[src/rtl/branch_sequencer_if.sv]
// Decoder/PC-datapath side of the 6502 relative-branch sequencer.
// The master drives the decoder inputs; the slave (the sequencer) drives strobes and flags.
interface branch_sequencer_if;
   logic       ready;
   logic       start;
   logic [2:0] opcode_hi;
   logic       flag_n;
   logic       flag_v;
   logic       flag_c;
   logic       flag_z;
   logic [7:0] offset;
   logic [7:0] pcl;
   logic       busy;
   logic       taken;
   logic       pcl_load;
   logic [7:0] pcl_new;
   logic       pch_inc;
   logic       pch_dec;
   logic       branch_forward;
   logic       branch_backward;
   logic       done;

   modport master (
      output ready, start, opcode_hi, flag_n, flag_v, flag_c, flag_z, offset, pcl,
      input  busy, taken, pcl_load, pcl_new, pch_inc, pch_dec,
             branch_forward, branch_backward, done
   );

   modport slave (
      input  ready, start, opcode_hi, flag_n, flag_v, flag_c, flag_z, offset, pcl,
      output busy, taken, pcl_load, pcl_new, pch_inc, pch_dec,
             branch_forward, branch_backward, done
   );
endinterface

[src/rtl/branch_sequencer.sv]
// 6502 relative-branch sequencer: condition evaluation, PCL add and optional PCH fix-up.
// Strobes are decoded from the registered state and qualified by ready and rst.
module branch_sequencer (
   input  logic                clk,
   input  logic                rst,
   branch_sequencer_if.slave   bus
);

   typedef enum logic [1:0] {
      IDLE = 2'd0,
      EVAL = 2'd1,
      ADD  = 2'd2,
      FIX  = 2'd3
   } state_t;

   state_t     state_r;
   logic [7:0] offset_r;
   logic [7:0] pcl_r;
   logic       taken_r;
   logic       fwd_r;
   logic       bwd_r;

   logic       flag_sel_s;
   logic [8:0] sum_s;
   logic       cross_s;
   logic       go_s;
   logic       pcl_load_s;
   logic       pch_inc_s;
   logic       pch_dec_s;
   logic       done_s;

   // Branch condition flag selected by opcode bits 7:6.
   always_comb begin
      case (bus.opcode_hi[2:1])
         2'b00:   flag_sel_s = bus.flag_n;
         2'b01:   flag_sel_s = bus.flag_v;
         2'b10:   flag_sel_s = bus.flag_c;
         2'b11:   flag_sel_s = bus.flag_z;
         default: flag_sel_s = bus.flag_z;
      endcase
   end

   // PCL add on captured operands; a page is crossed when carry disagrees with offset sign.
   always_comb begin
      sum_s   = {1'b0, pcl_r} + {1'b0, offset_r};
      cross_s = offset_r[7] ^ sum_s[8];
   end

   // Sequencer state, operand capture and registered decision/direction flags.
   always_ff @(posedge clk) begin
      if (rst) begin
         state_r  <= IDLE;
         offset_r <= 8'h00;
         pcl_r    <= 8'h00;
         taken_r  <= 1'b0;
         fwd_r    <= 1'b0;
         bwd_r    <= 1'b0;
      end else if (bus.ready) begin
         case (state_r)
            IDLE: begin
               if (bus.start) begin
                  offset_r <= bus.offset;
                  pcl_r    <= bus.pcl;
                  taken_r  <= (flag_sel_s == bus.opcode_hi[0]);
                  fwd_r    <= 1'b0;
                  bwd_r    <= 1'b0;
                  state_r  <= EVAL;
               end else begin
                  state_r  <= IDLE;
               end
            end
            EVAL: begin
               if (taken_r) begin
                  state_r <= ADD;
               end else begin
                  state_r <= IDLE;
               end
            end
            ADD: begin
               if (cross_s) begin
                  fwd_r   <= ~offset_r[7];
                  bwd_r   <= offset_r[7];
                  state_r <= FIX;
               end else begin
                  state_r <= IDLE;
               end
            end
            FIX: begin
               state_r <= IDLE;
            end
            default: begin
               state_r <= IDLE;
            end
         endcase
      end else begin
         state_r <= state_r;
      end
   end

   // One-shot strobes: only on the cycle the state actually advances, never under reset.
   always_comb begin
      go_s       = bus.ready & ~rst;
      pcl_load_s = 1'b0;
      pch_inc_s  = 1'b0;
      pch_dec_s  = 1'b0;
      done_s     = 1'b0;
      case (state_r)
         IDLE: begin
            done_s = 1'b0;
         end
         EVAL: begin
            done_s = go_s & ~taken_r;
         end
         ADD: begin
            pcl_load_s = go_s;
            done_s     = go_s & ~cross_s;
         end
         FIX: begin
            pch_inc_s = go_s & fwd_r;
            pch_dec_s = go_s & bwd_r;
            done_s    = go_s;
         end
         default: begin
            done_s = 1'b0;
         end
      endcase
   end

   assign bus.busy            = (state_r != IDLE);
   assign bus.taken           = taken_r;
   assign bus.pcl_new         = sum_s[7:0];
   assign bus.pcl_load        = pcl_load_s;
   assign bus.pch_inc         = pch_inc_s;
   assign bus.pch_dec         = pch_dec_s;
   assign bus.branch_forward  = fwd_r;
   assign bus.branch_backward = bwd_r;
   assign bus.done            = done_s;

endmodule

[src/flat_wrapper.sv]
// flat-port wrapper written by rule: the top's interface ports become plain ports
module branch_sequencer_flat 
  (clk, rst, bus_ready, bus_start, bus_opcode_hi, bus_flag_n, bus_flag_v, bus_flag_c, bus_flag_z, bus_offset, bus_pcl, bus_busy, bus_taken, bus_pcl_load, bus_pcl_new, bus_pch_inc, bus_pch_dec, bus_branch_forward, bus_branch_backward, bus_done);
  branch_sequencer_if bus_i ();
  input  logic clk;
  input  logic rst;
  input wire logic [$bits(bus_i.ready)-1:0] bus_ready;
  input wire logic [$bits(bus_i.start)-1:0] bus_start;
  input wire logic [$bits(bus_i.opcode_hi)-1:0] bus_opcode_hi;
  input wire logic [$bits(bus_i.flag_n)-1:0] bus_flag_n;
  input wire logic [$bits(bus_i.flag_v)-1:0] bus_flag_v;
  input wire logic [$bits(bus_i.flag_c)-1:0] bus_flag_c;
  input wire logic [$bits(bus_i.flag_z)-1:0] bus_flag_z;
  input wire logic [$bits(bus_i.offset)-1:0] bus_offset;
  input wire logic [$bits(bus_i.pcl)-1:0] bus_pcl;
  output wire logic [$bits(bus_i.busy)-1:0] bus_busy;
  output wire logic [$bits(bus_i.taken)-1:0] bus_taken;
  output wire logic [$bits(bus_i.pcl_load)-1:0] bus_pcl_load;
  output wire logic [$bits(bus_i.pcl_new)-1:0] bus_pcl_new;
  output wire logic [$bits(bus_i.pch_inc)-1:0] bus_pch_inc;
  output wire logic [$bits(bus_i.pch_dec)-1:0] bus_pch_dec;
  output wire logic [$bits(bus_i.branch_forward)-1:0] bus_branch_forward;
  output wire logic [$bits(bus_i.branch_backward)-1:0] bus_branch_backward;
  output wire logic [$bits(bus_i.done)-1:0] bus_done;
  assign bus_i.ready = bus_ready;
  assign bus_i.start = bus_start;
  assign bus_i.opcode_hi = bus_opcode_hi;
  assign bus_i.flag_n = bus_flag_n;
  assign bus_i.flag_v = bus_flag_v;
  assign bus_i.flag_c = bus_flag_c;
  assign bus_i.flag_z = bus_flag_z;
  assign bus_i.offset = bus_offset;
  assign bus_i.pcl = bus_pcl;
  assign bus_busy = bus_i.busy;
  assign bus_taken = bus_i.taken;
  assign bus_pcl_load = bus_i.pcl_load;
  assign bus_pcl_new = bus_i.pcl_new;
  assign bus_pch_inc = bus_i.pch_inc;
  assign bus_pch_dec = bus_i.pch_dec;
  assign bus_branch_forward = bus_i.branch_forward;
  assign bus_branch_backward = bus_i.branch_backward;
  assign bus_done = bus_i.done;
  branch_sequencer u_core (.clk(clk), .rst(rst), .bus(bus_i));
endmodule
[config.mk]
export PLATFORM = sky130hd
export DESIGN_NAME = branch_sequencer_flat
export DESIGN_NICKNAME = d
export VERILOG_FILES = /design/src/rtl/branch_sequencer_if.sv /design/src/rtl/branch_sequencer.sv /design/src/flat_wrapper.sv
export SDC_FILE = /design/constraint.sdc
export NUM_CORES = 1
export LEC_CHECK = 0
export ABC_AREA = 1
export ABC_CLOCK_PERIOD_IN_PS = 5350
export BUFFER_PORTS_ARGS = -buffer_cell sky130_fd_sc_hd__buf_2
export CAP_MARGIN = 20
export CELL_PAD_IN_SITES_DETAIL_PLACEMENT = 1
export CELL_PAD_IN_SITES_GLOBAL_PLACEMENT = 1
export CORE_MARGIN = 5
export CORE_UTILIZATION = 35
export CTS_CLUSTER_SIZE = 20
export DETAILED_ROUTE_END_ITERATION = 12
export GPL_TIMING_DRIVEN = 1
export PLACE_DENSITY_LB_ADDON = 0.1
export SLEW_MARGIN = 15
export SYNTH_ARGS = -nofsm -noshare
export SYNTH_HDL_FRONTEND = slang
export SYNTH_SLANG_ARGS = --single-unit
export TNS_END_PERCENT = 20
[constraint.sdc]
create_clock -name clk -period 5.35 [get_ports clk]
set_clock_uncertainty 0.2 [all_clocks]
set_input_delay 0.2675 -clock clk [delete_from_list [all_inputs] [get_ports clk]]
set_output_delay 0.2675 -clock clk [all_outputs]
set_load 0.02 [all_outputs]
==> impl_metrics.json <==
{
  "clk_pin_slew_worst_paths_ns": 0.08,
  "setup_tns_ns": 0,
  "synth_flop_cell": "dfxtp_1",
  "critPathKind": "reg2out",
  "required_ns": 4.88,
  "antenna_found_initial": 0,
  "drt_iter0_drc": 42,
  "cts_root_buf": "clkbuf_8",
  "fin_crit_sh": 0.490,
  "rsz0062_at_grt": "no",
  "async_reset_ff_frac": 0,
  "placed_area_um2": 1560,
  "crit_path_end_kind": "output port",
  "die_w_um": 71.1,
  "seqCellArea_um2": 420,
  "yosysUniqueCellTypes": 23,
  "hold_viol_final": 0,
  "cts_tree": "yes",
  "cts_sinks": 21,
  "startpoint_type": "flop",
  "min_period_ns": 2.62,
  "synth_edf_count": 0,
  "clock_path_buffers": 2,
  "leakage_nw": 0.812,
  "cp.arrival_ns": 2.15,
  "numCtsBuffers": 3,
  "crit_fanout": 2,
  "path_buf_inv": 3,
  "cts_resized": 0,
  "max_freq_ghz": 0.381,
  "multiInputGateArea_um2": 724,
  "slowest_stage": "fa_1",
  "rows": 22,
  "synth_cells": 185,
  "ir_drop_v": 0.000139,
  "hp-class": "in2reg",
  "nets": 268,
  "routed_wl_um": 3270,
  "grt_first_pass_wirelength_um": 5800,
  "via_per_inst": 4.68,
  "diodes": 0,
  "wl_per_cell_um": 11.9,
  "htreeDepth": 1,
  "setup_viol": 0,
  "synth.most_common_cell": "inv_1",
  "p_per_area_nw_per_um2": 234,
  "ioPinCount": 43,
  "setup_ws_ns": 2.73,
  "dieArea_um2": 5050,
  "post_layout_nonfiller_instances": 275,
  "yosys-top-cells-area": "dfxtp_1, ha_1, inv_1",
  "post-place-ws_ns": 2.93,
  "die-height_um": 71.1,
  "cp_common_cell": "nand2_1",
  "drv_slew": 0,
  "fillers": 504,
  "slew_headroom": 0.607,
  "postSynthAreaPerCell_um2": 7.06,
  "netlist_area_um2": 1310,
  "hold_buffers": 0,
  "numPortBuffers": 42,
  "worst_pin_slew_ns": 0.589,
  "place_inst": 271,
  "drive_above_1_share": 0.233,
  "cap_violations": 0,
  "path_cells": "ha_1 -> inv_1 -> fa_1 -> inv_1 -> nand2_1 -> nand2_1 -> nand3_2 -> nand2_1 -> nand2_1 -> nand3_2 -> o211ai_1 -> a21oi_1 -> buf_2",
  "dr.pass1.iters": 4,
  "status": "finished clean",
  "grt_usage": 0.139,
  "drtAntennaViolNets": 0,
  "synth_area_leader_cell": "dfxtp_1",
  "place_congestion": 0.835,
  "gr-total-overflow": 0,
  "vias": 1287,
  "synth.top_cells.by_count": "inv_1, nand2_1, a21oi_1",
  "postCtsSetupRepairBufs": 0,
  "fin_area_um2": 1610,
  "syn_nets": 225,
  "ys_seq_area_frac": 0.322,
  "drc": 0,
  "ys_warn_count": 0,
  "core_area_um2": 3630,
  "grt_pass1_vias": 1359,
  "start_util": 0.360,
  "grt_max_degree": 36,
  "ys_seq_elements": 21,
  "max_stage_delay_ns": 0.40,
  "clock_latency_ns": 0.27,
  "areaGrowthSynthToFinish_pct": 23.6,
  "dp_hpwl_um": 2710,
  "netlist.area_leader.share": 0.322,
  "cp_top_family": "adder cells"
}
## metrics by stage
stage	total power, mW	util	hold WS, ns
2_1_floorplan	0.240	-	0.137
3_3_place_gp	0.270	0.429	0.241
3_5_place_dp	0.274	0.429	0.246
4_1_cts	0.384	0.443	0.0174
5_1_grt	0.401	0.444	0.0421
6_report	0.378	0.444	0.0232
## worst reg2reg max path: cells and delay by family, from the launching register on
family | cells | cell delay (ns)
simple gates | 9 | 0.73
buf+inv | 2 | 0.13
fa+ha+maj | 2 | 0.59
flops | 1 | 0.34
## cell type report
cell class | instances | area share
multi-input cells | 120 | 0.449
flip-flops and latches | 21 | 0.260
repair buffers | 42 | 0.130
inverters | 40 | 0.0930
well taps | 48 | 0.0372
clock buffers | 3 | 0.0256
clock inverters | 1 | 0.00465
## worst paths after layout
| path | from | endpoint | depth (start not counted) | slack [ns] |
|---|---|---|---|---|
| max | u_core.pcl_r[0] | bus_done | 13 | 2.73 |
| min | rst | u_core.state_r[0] | 2 | 0.02 |
| max reg2reg | u_core.pcl_r[0] | u_core.bus.branch_forward | 13 | 3.26 |
| min reg2reg | u_core.pcl_r[5] | u_core.pcl_r[5] | 2 | 0.25 |
## flip-flops by register name, summed over array words and instances, names as in the netlist
name and count:
u_core.offset_r 8, u_core.pcl_r 8, u_core.state_r 2, u_core.bus.branch_backward 1, u_core.bus.branch_forward 1, u_core.bus.taken 1
## per-layer routing
metal,global-route usage,share of wire,up-vias
met5,0,0,-
met4,0.0376,0.0095,0
met3,0.0313,0.052,4
met2,0.250,0.49,30
met1,0.165,0.45,580
li1,-,-,673
## layout by cell type (no fill, tap or decap)
master,count
nand2_2,2
a21oi_1,23
xnor2_1,2
nand2_1,27
dfxtp_1,21
o21bai_1,1
fa_1,1
nand4_1,1
or2_1,1
nor2_1,12
o211ai_1,2
nand3_1,5
o21ai_0,20
a32oi_1,1
a31oi_1,1
xor2_1,4
clkinvlp_4,1
a21oi_4,1
inv_1,40
buf_2,42
ha_1,12
nand3_2,3
nor2_2,1
clkbuf_8,3
## cells by family after synthesis
| group | share of synthesized area |
|---|---|
| flops | 0.322 |
| buf+inv | 0.127 |
| simple gates | 0.174 |
| fa+ha+maj | 0.130 |
| xor+xnor | 0.0402 |
| compound gates | 0.206 |
## where the power goes
| group | switching, mW | total, mW | internal (mW) | leakage (nW) |
|---|---|---|---|---|
| logic | 0.0591 | 0.0953 | 0.0362 | 0.618 |
| registers | 0.00678 | 0.174 | 0.167 | 0.173 |
| clock network | 0.0562 | 0.109 | 0.0527 | 0.0217 |
| total | 0.122 | 0.378 | 0.256 | 0.812 |
No activity file was read; power rests on OpenSTA's default activity.
